===== config.mk =====
export PLATFORM = sky130hd
export DESIGN_NAME = spi_flash_arbiter
export DESIGN_NICKNAME = d
export VERILOG_FILES = /design/src/rtl/spi_arb_pkg.sv /design/src/rtl/spi_flash_arbiter.sv
export SDC_FILE = /design/constraint.sdc
export NUM_CORES = 1
export LEC_CHECK = 0
export CAP_MARGIN = 20
export CORE_AREA = 2 2 59 55
export DETAILED_ROUTE_END_ITERATION = 8
export DIE_AREA = 0 0 61 57
export SLEW_MARGIN = 10
export SYNTH_ARGS = -nofsm -noshare
export SYNTH_HDL_FRONTEND = slang
export SYNTH_SLANG_ARGS = --single-unit

===== constraint.sdc =====
create_clock -name clk -period 1.9 [get_ports clk]
set_input_delay 0.38 -clock clk [delete_from_list [all_inputs] [get_ports clk]]
set_output_delay 0.38 -clock clk [all_outputs]
set_load 0.05 [all_outputs]

===== src/rtl/spi_arb_pkg.sv =====
`timescale 1ns/1ps
`default_nettype none
// ============================================================================
// Module      : spi_arb_pkg
// Description : Shared FSM state encoding, owner codes and round-robin codes
//               for the two-master configuration-flash SPI arbiter.
// Revision    : 1.0 - initial release
// ============================================================================
package spi_arb_pkg;

  // Arbiter FSM states
  typedef enum logic [1:0] {
    ST_IDLE  = 2'd0,
    ST_OWN_A = 2'd1,
    ST_OWN_B = 2'd2,
    ST_GUARD = 2'd3
  } arb_state_e;

  // Encoding presented on the owner output
  localparam logic [1:0] OWNER_NONE = 2'b00;
  localparam logic [1:0] OWNER_A    = 2'b01;
  localparam logic [1:0] OWNER_B    = 2'b10;

  // Round-robin "last granted" pointer values
  localparam logic LAST_A = 1'b0;
  localparam logic LAST_B = 1'b1;

endpackage : spi_arb_pkg
`default_nettype wire


===== src/rtl/spi_flash_arbiter.sv =====
`timescale 1ns/1ps
`default_nettype none
// ============================================================================
// Module      : spi_flash_arbiter
// Description : Shares the configuration-flash SPI pins between two masters.
//               Grants whole chip-select transactions, round-robin on ties,
//               and holds flash_csel high for GUARD_CYCLES between owners.
//               Optional forced revoke of a stuck owner is built when the
//               macro SPI_ARB_TIMEOUT_EN is defined.
// Revision    : 1.0 - initial release
// ============================================================================
module spi_flash_arbiter
  import spi_arb_pkg::*;
#(
  parameter int GUARD_CYCLES   = 4,
  parameter int TIMEOUT_CYCLES = 1048576
) (
  input  logic       clk,
  input  logic       resetn,
  input  logic       req_a,
  output logic       gnt_a,
  input  logic       csel_a,
  input  logic       sclk_a,
  input  logic       mosi_a,
  input  logic       req_b,
  output logic       gnt_b,
  input  logic       csel_b,
  input  logic       sclk_b,
  input  logic       mosi_b,
  output logic       miso_out,
  output logic       flash_csel,
  output logic       flash_sclk,
  output logic       flash_mosi,
  input  logic       flash_miso,
  output logic [1:0] owner,
  output logic       timeout_err
);

  // Reject out-of-range configurations at elaboration time
  generate
    if (GUARD_CYCLES < 1 || GUARD_CYCLES > 255 || TIMEOUT_CYCLES < 2) begin : g_bad_params
      $error("spi_flash_arbiter: GUARD_CYCLES must be 1..255 and TIMEOUT_CYCLES >= 2");
    end
  endgenerate

  arb_state_e state_q, state_d;
  logic       last_q, last_d;
  logic [7:0] guard_q, guard_d;

  logic       w_req_a_eff;
  logic       w_req_b_eff;
  logic       w_rel_a;
  logic       w_rel_b;
  logic       w_timeout_hit;

  // An owner lets go only when it has stopped requesting and its CS is high,
  // so a transaction in flight is never cut short by an early req drop.
  assign w_rel_a = !req_a && csel_a;
  assign w_rel_b = !req_b && csel_b;

`ifdef SPI_ARB_TIMEOUT_EN
  localparam int TO_W = $clog2(TIMEOUT_CYCLES);

  logic [TO_W-1:0] to_cnt_q, to_cnt_d;
  logic            to_err_q, to_err_d;
  logic            blk_a_q, blk_a_d;
  logic            blk_b_q, blk_b_d;
  logic            w_revoke_a;
  logic            w_revoke_b;

  assign w_timeout_hit = (to_cnt_q == TO_W'(TIMEOUT_CYCLES - 1));
  assign w_revoke_a    = (state_q == ST_OWN_A) && !w_rel_a && w_timeout_hit;
  assign w_revoke_b    = (state_q == ST_OWN_B) && !w_rel_b && w_timeout_hit;
  // A revoked port is ignored until it has dropped req at least once
  assign w_req_a_eff   = req_a && !blk_a_q;
  assign w_req_b_eff   = req_b && !blk_b_q;
  assign timeout_err   = to_err_q;

  // Owned-cycle counter, revoke pulse and per-port re-request lockout
  always_comb begin
    to_cnt_d = '0;
    if (state_q == ST_OWN_A || state_q == ST_OWN_B) begin
      to_cnt_d = to_cnt_q + 1'b1;
    end
    to_err_d = w_revoke_a || w_revoke_b;
    blk_a_d  = blk_a_q;
    blk_b_d  = blk_b_q;
    if (w_revoke_a)  blk_a_d = 1'b1;
    else if (!req_a) blk_a_d = 1'b0;
    if (w_revoke_b)  blk_b_d = 1'b1;
    else if (!req_b) blk_b_d = 1'b0;
  end

  // Timeout bookkeeping registers
  always_ff @(posedge clk or negedge resetn) begin
    if (!resetn) begin
      to_cnt_q <= '0;
      to_err_q <= 1'b0;
      blk_a_q  <= 1'b0;
      blk_b_q  <= 1'b0;
    end else begin
      to_cnt_q <= to_cnt_d;
      to_err_q <= to_err_d;
      blk_a_q  <= blk_a_d;
      blk_b_q  <= blk_b_d;
    end
  end
`else
  assign w_timeout_hit = 1'b0;
  assign w_req_a_eff   = req_a;
  assign w_req_b_eff   = req_b;
  assign timeout_err   = 1'b0;
`endif

  // Next-state logic: arbitration, release detection and guard countdown
  always_comb begin
    state_d = state_q;
    last_d  = last_q;
    guard_d = guard_q;
    case (state_q)
      ST_IDLE: begin
        if (w_req_a_eff && w_req_b_eff) begin
          if (last_q == LAST_A) begin
            state_d = ST_OWN_B;
            last_d  = LAST_B;
          end else begin
            state_d = ST_OWN_A;
            last_d  = LAST_A;
          end
        end else if (w_req_a_eff) begin
          state_d = ST_OWN_A;
          last_d  = LAST_A;
        end else if (w_req_b_eff) begin
          state_d = ST_OWN_B;
          last_d  = LAST_B;
        end
      end
      ST_OWN_A: begin
        if (w_rel_a || w_timeout_hit) begin
          state_d = ST_GUARD;
          guard_d = 8'(GUARD_CYCLES - 1);
        end
      end
      ST_OWN_B: begin
        if (w_rel_b || w_timeout_hit) begin
          state_d = ST_GUARD;
          guard_d = 8'(GUARD_CYCLES - 1);
        end
      end
      ST_GUARD: begin
        if (guard_q == 8'd0) begin
          state_d = ST_IDLE;
        end else begin
          guard_d = guard_q - 8'd1;
        end
      end
      default: begin
        state_d = ST_IDLE;
      end
    endcase
  end

  // State, round-robin pointer and guard counter registers
  always_ff @(posedge clk or negedge resetn) begin
    if (!resetn) begin
      state_q <= ST_IDLE;
      last_q  <= LAST_B;
      guard_q <= 8'd0;
    end else begin
      state_q <= state_d;
      last_q  <= last_d;
      guard_q <= guard_d;
    end
  end

  // Pin mux and status decode, driven from registered state so an async
  // reset parks the flash pins immediately
  always_comb begin
    flash_csel = 1'b1;
    flash_sclk = 1'b0;
    flash_mosi = 1'b0;
    gnt_a      = 1'b0;
    gnt_b      = 1'b0;
    owner      = OWNER_NONE;
    case (state_q)
      ST_OWN_A: begin
        flash_csel = csel_a;
        flash_sclk = sclk_a;
        flash_mosi = mosi_a;
        gnt_a      = 1'b1;
        owner      = OWNER_A;
      end
      ST_OWN_B: begin
        flash_csel = csel_b;
        flash_sclk = sclk_b;
        flash_mosi = mosi_b;
        gnt_b      = 1'b1;
        owner      = OWNER_B;
      end
      default: begin
        flash_csel = 1'b1;
      end
    endcase
  end

  assign miso_out = flash_miso;

  // Both grants must never be high together
  a_gnt_onehot: assert property (@(posedge clk) !(gnt_a && gnt_b));

endmodule : spi_flash_arbiter
`default_nettype wire


==> run_summary.xml <==
<?xml version="1.0" encoding="UTF-8"?>
<metrics>
  <group name="status">
    <metric name="run_status" unit="">complete, but fails checks</metric>
    <metric name="violations_in_the_final_reports" unit="">negative setup slack</metric>
  </group>
  <group name="global_routing">
    <metric name="grtUsageMet1" unit="">0.201</metric>
    <metric name="track_usage" unit="">0.136</metric>
    <metric name="global_route.overflow_total" unit="">0</metric>
    <metric name="met2_use_gr" unit="">0.200</metric>
    <metric name="first_global_vias" unit="">787</metric>
    <metric name="initial_antenna_violation_count" unit="">0</metric>
    <metric name="use_met3" unit="">0.0136</metric>
    <metric name="busiest_layer" unit="">met1</metric>
    <metric name="pin_count_of_the_biggest_net_entering_global_routing" unit="">12</metric>
    <metric name="grt_first_pass_wirelength" unit="mm">3.57</metric>
  </group>
  <group name="logic_synthesis">
    <metric name="synth.largest_area_cell" unit="">sky130_fd_sc_hd__dfrtp_1</metric>
    <metric name="postSynth.topFlopCell" unit="">sky130_fd_sc_hd__dfrtp_1</metric>
    <metric name="synthTopCellsByCount" unit="">sky130_fd_sc_hd__nand2_1, sky130_fd_sc_hd__dfrtp_1, sky130_fd_sc_hd__ha_1, sky130_fd_sc_hd__nor2_1</metric>
    <metric name="warnings_from_yosys" unit="">0</metric>
    <metric name="post-synth-top-area-fraction" unit="">0.304</metric>
    <metric name="post_synth_inst_count" unit="">91</metric>
    <metric name="synth_enable_flop_cells" unit="">0</metric>
    <metric name="synthesized_netlist_net_count" unit="">108</metric>
    <metric name="synth.area.top_cells" unit="">sky130_fd_sc_hd__dfrtp_1, sky130_fd_sc_hd__ha_1, sky130_fd_sc_hd__nand2_1</metric>
    <metric name="syn_area_per_cell" unit="um2">9.03</metric>
    <metric name="post-synth-top-count-cell" unit="">sky130_fd_sc_hd__nand2_1</metric>
    <metric name="yosysSeqAreaShare" unit="">0.336</metric>
    <metric name="synth.distinct_cells" unit="">34</metric>
    <metric name="ys_async_sr_fraction" unit="">1.00</metric>
    <metric name="synth.ff_latch_count" unit="">11</metric>
    <metric name="netlist_area" unit="um2">822</metric>
  </group>
  <group name="timing">
    <metric name="setup_repair_after_global_routing_missed_its_margin" unit="">true</metric>
    <metric name="fin_worst_hold_slack" unit="ns">0.444</metric>
    <metric name="setup_slack" unit="ns">-0.172</metric>
    <metric name="finalHoldViolations" unit="">0</metric>
    <metric name="skew" unit="ns">0.00412</metric>
    <metric name="layout_min_cycle_time" unit="ns">2.07</metric>
    <metric name="finalSetupViolCount" unit="">4</metric>
    <metric name="fin_tns_setup" unit="ns">-0.404</metric>
    <metric name="maxSlewViolCount" unit="">0</metric>
    <metric name="period_share" unit="">1.09</metric>
    <metric name="relSlewSlack" unit="">0.638</metric>
    <metric name="worstMarginPinSlew" unit="ns">0.541</metric>
    <metric name="fmax" unit="MHz">483</metric>
  </group>
  <group name="worst_hold_path">
    <metric name="min_path_type" unit="">input pin to asynchronous set/reset pin</metric>
  </group>
  <group name="placed_design">
    <metric name="numPortBuffers" unit="">16</metric>
    <metric name="placement.cell_area" unit="um2">1230</metric>
    <metric name="gp_routability_congestion" unit="">0.766</metric>
    <metric name="dp.cells" unit="">164</metric>
    <metric name="dp_hpwl" unit="mm">1.64</metric>
    <metric name="preCtsSetupSlack" unit="ns">-0.250</metric>
  </group>
  <group name="drt">
    <metric name="drt-initial-drc-count" unit="">21</metric>
    <metric name="detail-route-antenna-nets" unit="">0</metric>
    <metric name="routed-via-count" unit="">794</metric>
    <metric name="route.detailed.vias_per_inst" unit="">4.62</metric>
    <metric name="drc" unit="">0</metric>
    <metric name="wl" unit="mm">2.09</metric>
    <metric name="drt-pass1-iter-count" unit="">4</metric>
    <metric name="route.detailed.wl_per_inst" unit="um">12.2</metric>
  </group>
  <group name="cts">
    <metric name="cts.root.buffer_cell" unit="">sky130_fd_sc_hd__clkbuf_4</metric>
    <metric name="worst_skew_pair.late_latency" unit="ns">0.28</metric>
    <metric name="cts_sinks" unit="">11</metric>
    <metric name="cts_buffers" unit="">3</metric>
    <metric name="cts_tree" unit="">built</metric>
    <metric name="cts-htree-levels" unit="">1</metric>
    <metric name="buffer_depth_of_the_longest_clock_path" unit="">2</metric>
    <metric name="clk_pin_slew_worst_paths" unit="ns">0.08</metric>
  </group>
  <group name="cells_and_area">
    <metric name="num-fill-cells" unit="">274</metric>
    <metric name="num_antenna_cells" unit="">0</metric>
    <metric name="finished_layout_cell_area" unit="um2">1300</metric>
    <metric name="instances_no_fill" unit="">172</metric>
    <metric name="num-nets-final" unit="">148</metric>
    <metric name="syn2layout_area_growth" unit="%">58.6</metric>
    <metric name="drive_above_1_share" unit="">0.354</metric>
  </group>
  <group name="setup_path">
    <metric name="rrSetupSlack" unit="ns">-0.17</metric>
    <metric name="endpoint_kind" unit="">flip-flop</metric>
    <metric name="critPathSlowestCell" unit="">sky130_fd_sc_hd__or4_4</metric>
    <metric name="worstPathMaxFanout" unit="">2</metric>
    <metric name="criticalPathCategory" unit="">flip-flop to flip-flop</metric>
    <metric name="worst_setup_path_start_kind" unit="">flip-flop</metric>
    <metric name="critical_path.cell_chain" unit="">or4_4, or3_4, a221o_1, mux2_1</metric>
    <metric name="cp.required" unit="ns">2.07</metric>
    <metric name="reg2reg_depth" unit="">4</metric>
    <metric name="critical_path_arrival" unit="ns">2.24</metric>
    <metric name="critical-path-max-stage-delay" unit="ns">0.54</metric>
  </group>
  <group name="flow_run">
    <metric name="maxCapViolCount" unit="">0</metric>
  </group>
  <group name="floorplan">
    <metric name="die_area" unit="um2">3480</metric>
    <metric name="initial_core_util" unit="">0.281</metric>
    <metric name="placementRows" unit="">19</metric>
    <metric name="coreArea" unit="um2">2920</metric>
    <metric name="floorplan.die.width" unit="um">61</metric>
    <metric name="floorplan.io_pins" unit="">20</metric>
    <metric name="die_h" unit="um">57</metric>
  </group>
  <group name="power">
    <metric name="powerDensity" unit="nW/um2">1810</metric>
    <metric name="vdd_ir_drop_max" unit="mV">1.05</metric>
    <metric name="leakage" unit="nW">0.593</metric>
  </group>
</metrics>
## stage by stage
stage	util	total power (W)
3_3_place_gp	0.420	0.00208
6_report	0.446	0.00236
3_5_place_dp	0.420	0.00212
4_1_cts	0.438	0.00235
5_1_grt	0.446	0.00253
2_1_floorplan	-	0.00140
## where the power goes
group	internal, W	total [W]	switching, W
Clock	0.0000817	0.000171	0.0000894
Sequential	0.000325	0.000386	0.0000607
Combinational	0.000886	0.00181	0.000920
Total	0.00129	0.00236	0.00107
## per-layer routing
layer	part of all wire	vias up
met5	0	-
met4	0.019	0
met3	0.016	5
met2	0.48	12
met1	0.48	368
li1	-	409
## path summary, 6_finish.rpt
path,start,end
max,guard_q[5],state_q[0]
min,resetn,guard_q[5]
max reg2reg,guard_q[5],state_q[0]
min reg2reg,last_q,last_q
max in group asynchronous,resetn,last_q
min in group clk,last_q,last_q
## sequential cells by signal, summed over array words and instances (netlist names)
| register | cells |
|---|---|
| last_q | 1 |
| state_q | 2 |
| guard_q | 8 |
## what timing repair did
action,CTS,global route
hold buffers,0,0
pin swaps,0,1
gates resized for setup,4,3
endpoints found under the setup margin,6,7
buffers inserted,2,2
## critical path: cells and delay by family (launching register included)
family,cells,cell delay [ns]
mux,1,0.32
compound gates,1,0.36
simple gates,2,0.89
flops,1,0.40
## cells by family after synthesis
| kind of cell | share of synthesized area |
|---|---|
| other cells | 0.00456 |
| fa+ha+maj | 0.0913 |
| flops | 0.336 |
| buf+inv | 0.0639 |
| mux | 0.0761 |
| compound gates | 0.172 |
| simple gates | 0.256 |
## area by class of cell
cell class | instances | area (um2) | share of cell area
inverter | 4 | 15.0 | 0.0115
sequential | 11 | 277 | 0.212
multi-input combinational | 71 | 515 | 0.395
tap | 42 | 52.6 | 0.0403
clock buffer | 4 | 26.3 | 0.0202
timing repair buffer | 40 | 418 | 0.321
## layout by cell type (no fill, tap or decap), types with 2 or more instances in the layout
master and n:
sky130_fd_sc_hd__nand2_1 10, sky130_fd_sc_hd__a22oi_1 3, sky130_fd_sc_hd__inv_1 3, sky130_fd_sc_hd__nand3_1 2, sky130_fd_sc_hd__nor3_1 4, sky130_fd_sc_hd__mux2i_1 4
sky130_fd_sc_hd__ha_1 4, sky130_fd_sc_hd__clkbuf_4 3, sky130_fd_sc_hd__dfrtp_1 10, sky130_fd_sc_hd__a221o_1 2, sky130_fd_sc_hd__nand2b_1 5, sky130_fd_sc_hd__o21ai_0 3
sky130_fd_sc_hd__mux2_1 2, sky130_fd_sc_hd__buf_6 2, sky130_fd_sc_hd__nor2_1 6, sky130_fd_sc_hd__nor2b_2 2, sky130_fd_sc_hd__ha_2 2, sky130_fd_sc_hd__buf_12 7
sky130_fd_sc_hd__buf_4 22, sky130_fd_sc_hd__clkdlybuf4s50_1 9
Power figures use the tool's default switching activity.
